### config.mk
export PLATFORM = sky130hd
export DESIGN_NAME = key_matrix_scan
export DESIGN_NICKNAME = d
export VERILOG_FILES = /design/src/rtl/key_scan_pkg.sv /design/src/rtl/key_scan_tick.sv /design/src/rtl/key_matrix_scan.sv
export SDC_FILE = /design/constraint.sdc
export NUM_CORES = 1
export LEC_CHECK = 0
export CAP_MARGIN = 20
export CORE_MARGIN = 2
export CORE_UTILIZATION = 35
export DETAILED_ROUTE_END_ITERATION = 7
export GPL_TIMING_DRIVEN = 0
export HOLD_SLACK_MARGIN = 0.08
export PLACE_DENSITY_LB_ADDON = 0.25
export SYNTH_ARGS = -nofsm -noshare
export SYNTH_HDL_FRONTEND = slang
export SYNTH_SLANG_ARGS = --single-unit
### constraint.sdc
create_clock -name clk -period 2.6 [get_ports clk]
set_clock_uncertainty 0.1 [all_clocks]
set_input_delay 0.52 -clock clk [delete_from_list [all_inputs] [get_ports clk]]
set_output_delay 0.52 -clock clk [all_outputs]
set_load 0.02 [all_outputs]
### src/rtl/key_scan_pkg.sv
// Shared definitions for the 4x4 keypad scanner: widths, state encoding and
// the small index/rotation helpers used when latching and advancing columns.
package key_scan_pkg;

    localparam int KEY_W = 4;
    localparam int IDX_W = $clog2(KEY_W);
    localparam logic [KEY_W-1:0] COL_RESET = 4'b1110;

    typedef enum logic [1:0] {
        SCAN,
        DEBOUNCE,
        HELD,
        RELEASE
    } scan_state_t;

    // Index of the lowest zero bit; bit 0 wins when several lines are low.
    function automatic logic [IDX_W-1:0] low_index(input logic [KEY_W-1:0] vec);
        logic [IDX_W-1:0] idx;
        idx = '0;
        for (int i = KEY_W - 1; i >= 0; i--) begin
            if (!vec[i]) idx = IDX_W'(i);
        end
        return idx;
    endfunction

    function automatic logic [KEY_W-1:0] rotate_col(input logic [KEY_W-1:0] col);
        return {col[KEY_W-2:0], col[KEY_W-1]};
    endfunction

endpackage

### src/rtl/key_scan_tick.sv
// Free-running slot timer: pulses tick for one cycle every SCAN_DIV clocks.
module key_scan_tick #(
    parameter int SCAN_DIV = 50000
) (
    input  logic clk,
    input  logic resetn,
    output logic tick
);

    localparam int CW = (SCAN_DIV > 1) ? $clog2(SCAN_DIV) : 1;
    localparam logic [CW-1:0] LAST = CW'(SCAN_DIV - 1);

    logic [CW-1:0] cnt;

    always_ff @(posedge clk) begin
        if (!resetn) begin
            cnt <= '0;
        end else if (cnt == LAST) begin
            cnt <= '0;
        end else begin
            cnt <= cnt + 1'b1;
        end
    end

    assign tick = (cnt == LAST);

endmodule

### src/rtl/key_matrix_scan.sv
// 4x4 keypad scanner: walks a low column across the matrix, debounces presses
// and releases on slot ticks, and reports the accepted key as row*4+col.
module key_matrix_scan
    import key_scan_pkg::*;
#(
    parameter int SCAN_DIV     = 50000,
    parameter int DEBOUNCE_CNT = 4
) (
    input  logic                 clk,
    input  logic                 resetn,
    input  logic [KEY_W-1:0]     key_row,
    output logic [KEY_W-1:0]     key_col,
    output logic [2*IDX_W-1:0]   key_code,
    output logic                 key_valid,
    output logic                 key_down
);

    // The counter only ever holds 0..DEBOUNCE_CNT-1; reaching the limit is
    // detected one step early so it never needs the extra bit.
    localparam int DW = (DEBOUNCE_CNT > 1) ? $clog2(DEBOUNCE_CNT) : 1;
    localparam logic [DW-1:0] DLAST = DW'(DEBOUNCE_CNT - 1);

    logic [KEY_W-1:0] row_meta;
    logic [KEY_W-1:0] row_s;
    logic             tick;
    logic             pressed;
    scan_state_t      state;
    logic [DW-1:0]    deb_cnt;
    logic [KEY_W-1:0] row_vec;
    logic [IDX_W-1:0] row_idx;
    logic [IDX_W-1:0] col_idx;

    key_scan_tick #(
        .SCAN_DIV (SCAN_DIV)
    ) u_tick (
        .clk    (clk),
        .resetn (resetn),
        .tick   (tick)
    );

    always_ff @(posedge clk) begin
        if (!resetn) begin
            row_meta <= '1;
            row_s    <= '1;
        end else begin
            row_meta <= key_row;
            row_s    <= row_meta;
        end
    end

    assign pressed = ~&row_s;

    always_ff @(posedge clk) begin
        if (!resetn) begin
            state     <= SCAN;
            key_col   <= COL_RESET;
            key_code  <= '0;
            key_valid <= 1'b0;
            key_down  <= 1'b0;
            deb_cnt   <= '0;
            row_vec   <= '1;
            row_idx   <= '0;
            col_idx   <= '0;
        end else begin
            key_valid <= 1'b0;
            if (tick) begin
                case (state)
                    SCAN: begin
                        if (pressed) begin
                            row_vec <= row_s;
                            row_idx <= low_index(row_s);
                            col_idx <= low_index(key_col);
                            deb_cnt <= DW'(1);
                            state   <= DEBOUNCE;
                        end else begin
                            key_col <= rotate_col(key_col);
                        end
                    end
                    DEBOUNCE: begin
                        if (row_s != row_vec) begin
                            deb_cnt <= '0;
                            key_col <= rotate_col(key_col);
                            state   <= SCAN;
                        end else if (deb_cnt == DLAST) begin
                            key_code  <= {row_idx, col_idx};
                            key_valid <= 1'b1;
                            key_down  <= 1'b1;
                            deb_cnt   <= '0;
                            state     <= HELD;
                        end else begin
                            deb_cnt <= deb_cnt + 1'b1;
                        end
                    end
                    // Other keys pressed while one is held are deliberately ignored.
                    HELD: begin
                        if (!pressed) begin
                            deb_cnt <= DW'(1);
                            state   <= RELEASE;
                        end
                    end
                    RELEASE: begin
                        if (pressed) begin
                            deb_cnt <= '0;
                            state   <= HELD;
                        end else if (deb_cnt == DLAST) begin
                            key_down <= 1'b0;
                            deb_cnt  <= '0;
                            key_col  <= rotate_col(key_col);
                            state    <= SCAN;
                        end else begin
                            deb_cnt <= deb_cnt + 1'b1;
                        end
                    end
                    default: begin
                        state <= SCAN;
                    end
                endcase
            end
        end
    end

endmodule

==> metrics.md <==
| Metric | Value |
|---|---|
| Status | finished clean |
| Power Internal | just over 1 mW |
| Number of global-route vias before repair | ~1,400 |
| CTS resizes | 0 |
| DP HPWL | approximately 2500 um |
| RD Place Congestion | about 0.77 |
| Antenna violations before repair | 0 |
| Ant diodes | 0 |
| GRT Util Overall | ~13% |
| First-pass GRT wire length | 6220 um |
| Share of cells above drive strength 1 | between 6 and 7% |
| Via/cell ratio | around 4.7 |
| EDFF count, synth | 0 |
| Max-Cap Viols | 0 |
| DR WL/cell | 11.0 um |
| Mapped Area | between 1500 and 2000 um^2 |
| Crit end category | register |
| I/O Pins | 16 |
| Max-slew violation count | 0 |
| Area delta synth->final | 17.3% |
| Syn Nets | approximately 230 |
| Mean Syn Cell Area | between 8 and 9 um^2 |
| Commonest non-fill, non-tap cell in the layout | dfxtp_1 |
| Seq/Total Area, Yosys | between 40 and 50% |
| Clk sinks | 46 |
| Power Density | between 500 and 600 nW/um^2 |
| Dpl ws | 0.364 ns |
| Final Net Count | roughly 250 |
| Worst-skew pair later-pin latency | about 0.30 ns |
| RSZ-0062 raised after global routing | no |
| Leakage power | roughly 0.85 nW |
| Largest net degree at the start of global routing | 15 |
| Worst Path Required | 2.68 ns |
| Die Height | 78.9 um |
| Fillers | 577 |
| DRT iter0 DRCs | 28 |
| Period minus WS final | approximately 2.2 ns |
| NetSw | 0.269 mW |
| Combinational fraction of design power | ~3.6% |
| Fmax | between 400 and 500 MHz |
| Port buffer count | 14 |
| Switching part of the total power | 20.9% |
| Number of CTS-inserted buffers | 5 |
| Die area | ~6200 um^2 |
| Seq pwr share | between 50% and 60% |
| Finished Core Util | between 40% and 50% |
| Period utilisation layout | a little under nine tenths |
| Type of the worst setup path | register to register |
| Slew of the pin with the lowest slew margin | approximately 0.48 ns |
| DRT Pass-1 Iters | 4 |
| Post-synthesis instance total | 223 |
| Clock power frac | around two fifths |
| Initial Util | approximately 36% |
| CTS Buffer Depth | 2 |
| H-Tree Depth | 2 |
| Final hold vios | 0 |
| Most frequent cells in the layout | dfxtp_1, nor2_1, nand2_1 |
| Width of the die | between 70 and 80 um |
| Remaining antenna violation count | 0 |
| Peak supply drop | roughly 0.00035 V |
| Final setup violation count | 0 |
| Postcts setup bufs | 0 |
| CP Max Fanout | 6 |
| Gr ovfl total | 0 |
| DR DRC count | 0 |
| Top_reg_cell synth | dfxtp_1 |
| Vias | between 1,000 and 1,500 |
| Placement Rows | 27 |
| Core area | around 5500 um^2 |
| Clock transition at path regs | around 0.09 ns |
| Ys Warns | 0 |
| Total Wirelength | ~3500 um |
| Worst Slack Setup Final | approximately 0.37 ns |
| Worst min path class | register to register |
| Hold bufs inserted after CTS | 0 |
| Crit path launch type | register |
| Yosys cell types | 36 |
| FF+latch count, synth | 46 |
| CTS tree | done |
| Max-slew headroom | between 60% and 70% |
| Critical path data arrival time | between 2 and 2.5 ns |
| Clk root buf | clkbuf_8 |
| Final Power | roughly 1.3 mW |
| Setup Total Neg Slack | 0 ns |
| Async S/R FF share, synth | 0% |
-- final cells by class --
class | instances | area, um^2 | share of cell area, %
timing repair buffer | 14 | 140 | 6.08
inverter | 6 | 22.5 | 0.978
multi-input combinational | 161 | 978 | 42.5
sequential | 46 | 921 | 40.0
clock inverter | 2 | 37.5 | 1.63
tap | 72 | 90.1 | 3.91
buffer | 10 | 41.3 | 1.79
clock buffer | 6 | 72.6 | 3.15
-- worst max-delay path, cell delays in order, from the launching register on --
cell and delay [ns]:
dfxtp_1 0.36, or4b_4 0.58, nor4_4 0.41, nand4_1 0.36, mux2i_1 0.24, nor2_1 0.06
-- power by group through the flow --
stage	registers, mW	logic, mW	clock network (mW)
after floorplan	0.735	0.0335	0
after global placement	0.737	0.0474	0
after detailed placement	0.737	0.0472	0
after CTS	0.720	0.0475	0.543
after global routing	0.721	0.0539	0.572
final	0.720	0.0465	0.523
-- flip-flops by register name (all words and copies together) (netlist names), 2 cells and up --
signal / flops
row_s: 4
row_meta: 4
row_vec: 4
deb_cnt: 2
key_col: 4
state: 2
u_tick.cnt: 16
key_code: 4
col_idx: 2
row_idx: 2
-- stage by stage --
step / hold slack [ns] / std cells / instance area [um^2]
2_1_floorplan: 0.286 / 223 / 1960
3_3_place_gp: 0.293 / 309 / 2190
3_5_place_dp: 0.293 / 309 / 2190
4_1_cts: 0.305 / 317 / 2300
5_1_grt: 0.312 / 317 / 2300
6_report: 0.300 / 317 / 2300
-- path summary, 6_finish.rpt --
| check | slack, ns | cells past startpoint | from | endpoint |
|---|---|---|---|---|
| worst min-delay path | 0.30 | 1 | row_meta[3]$_SDFF_PN1_ | row_s[3]$_SDFF_PN1_ |
| worst min register to register | 0.30 | 1 | row_meta[3]$_SDFF_PN1_ | row_s[3]$_SDFF_PN1_ |
| worst max register to register | 0.37 | 5 | u_tick.cnt[10]$_SDFF_PP0_ | key_code[1]$_SDFFE_PN0P_ |
| worst max-delay path | 0.37 | 5 | u_tick.cnt[10]$_SDFF_PP0_ | key_code[1]$_SDFFE_PN0P_ |
-- synthesized netlist by cell type (2+ instances only) --
cell,instances,share of area (%)
a21oi_1,7,1.8
a31oi_1,3,0.96
and3_1,2,0.64
buf_2,3,0.76
clkbuf_1,7,1.3
dfxtp_1,46,47
ha_1,2,1.3
inv_1,5,0.96
mux2i_1,9,4.6
nand2_1,27,5.2
nand2b_1,15,4.8
nand3_1,11,2.8
nand4_1,7,2.2
nor2_1,29,5.5
nor2b_1,2,0.64
nor3_1,8,2.0
o211ai_1,2,0.76
o21ai_0,5,1.3
or3_1,3,0.96
xnor2_1,10,4.5
xor2_1,5,2.2
-- logic make-up after synthesis --
| group | after synthesis | share of synthesized area (%) |
|---|---|---|
| muxes | 9 | 4.59 |
| and+or+nand+nor | 113 | 29.9 |
| DFF | 46 | 46.9 |
| AOI/OAI and AO/OA | 22 | 7.39 |
| xor gates and xnor gates | 15 | 6.69 |
| buffers and inverters | 16 | 3.25 |
| adders and majority gates | 2 | 1.27 |
-- metal layers --
layer	GRT usage, %	wire length, um	vias to the layer above	share of wire [%]
met4	6.21	44	0	1.3
li1	-	-	795	-
met3	3.75	110	5	3.2
met5	0	0	-	0
met1	15.5	1700	671	49
met2	20.5	1620	19	47
Note: power is estimated with default switching activity, not from simulation.
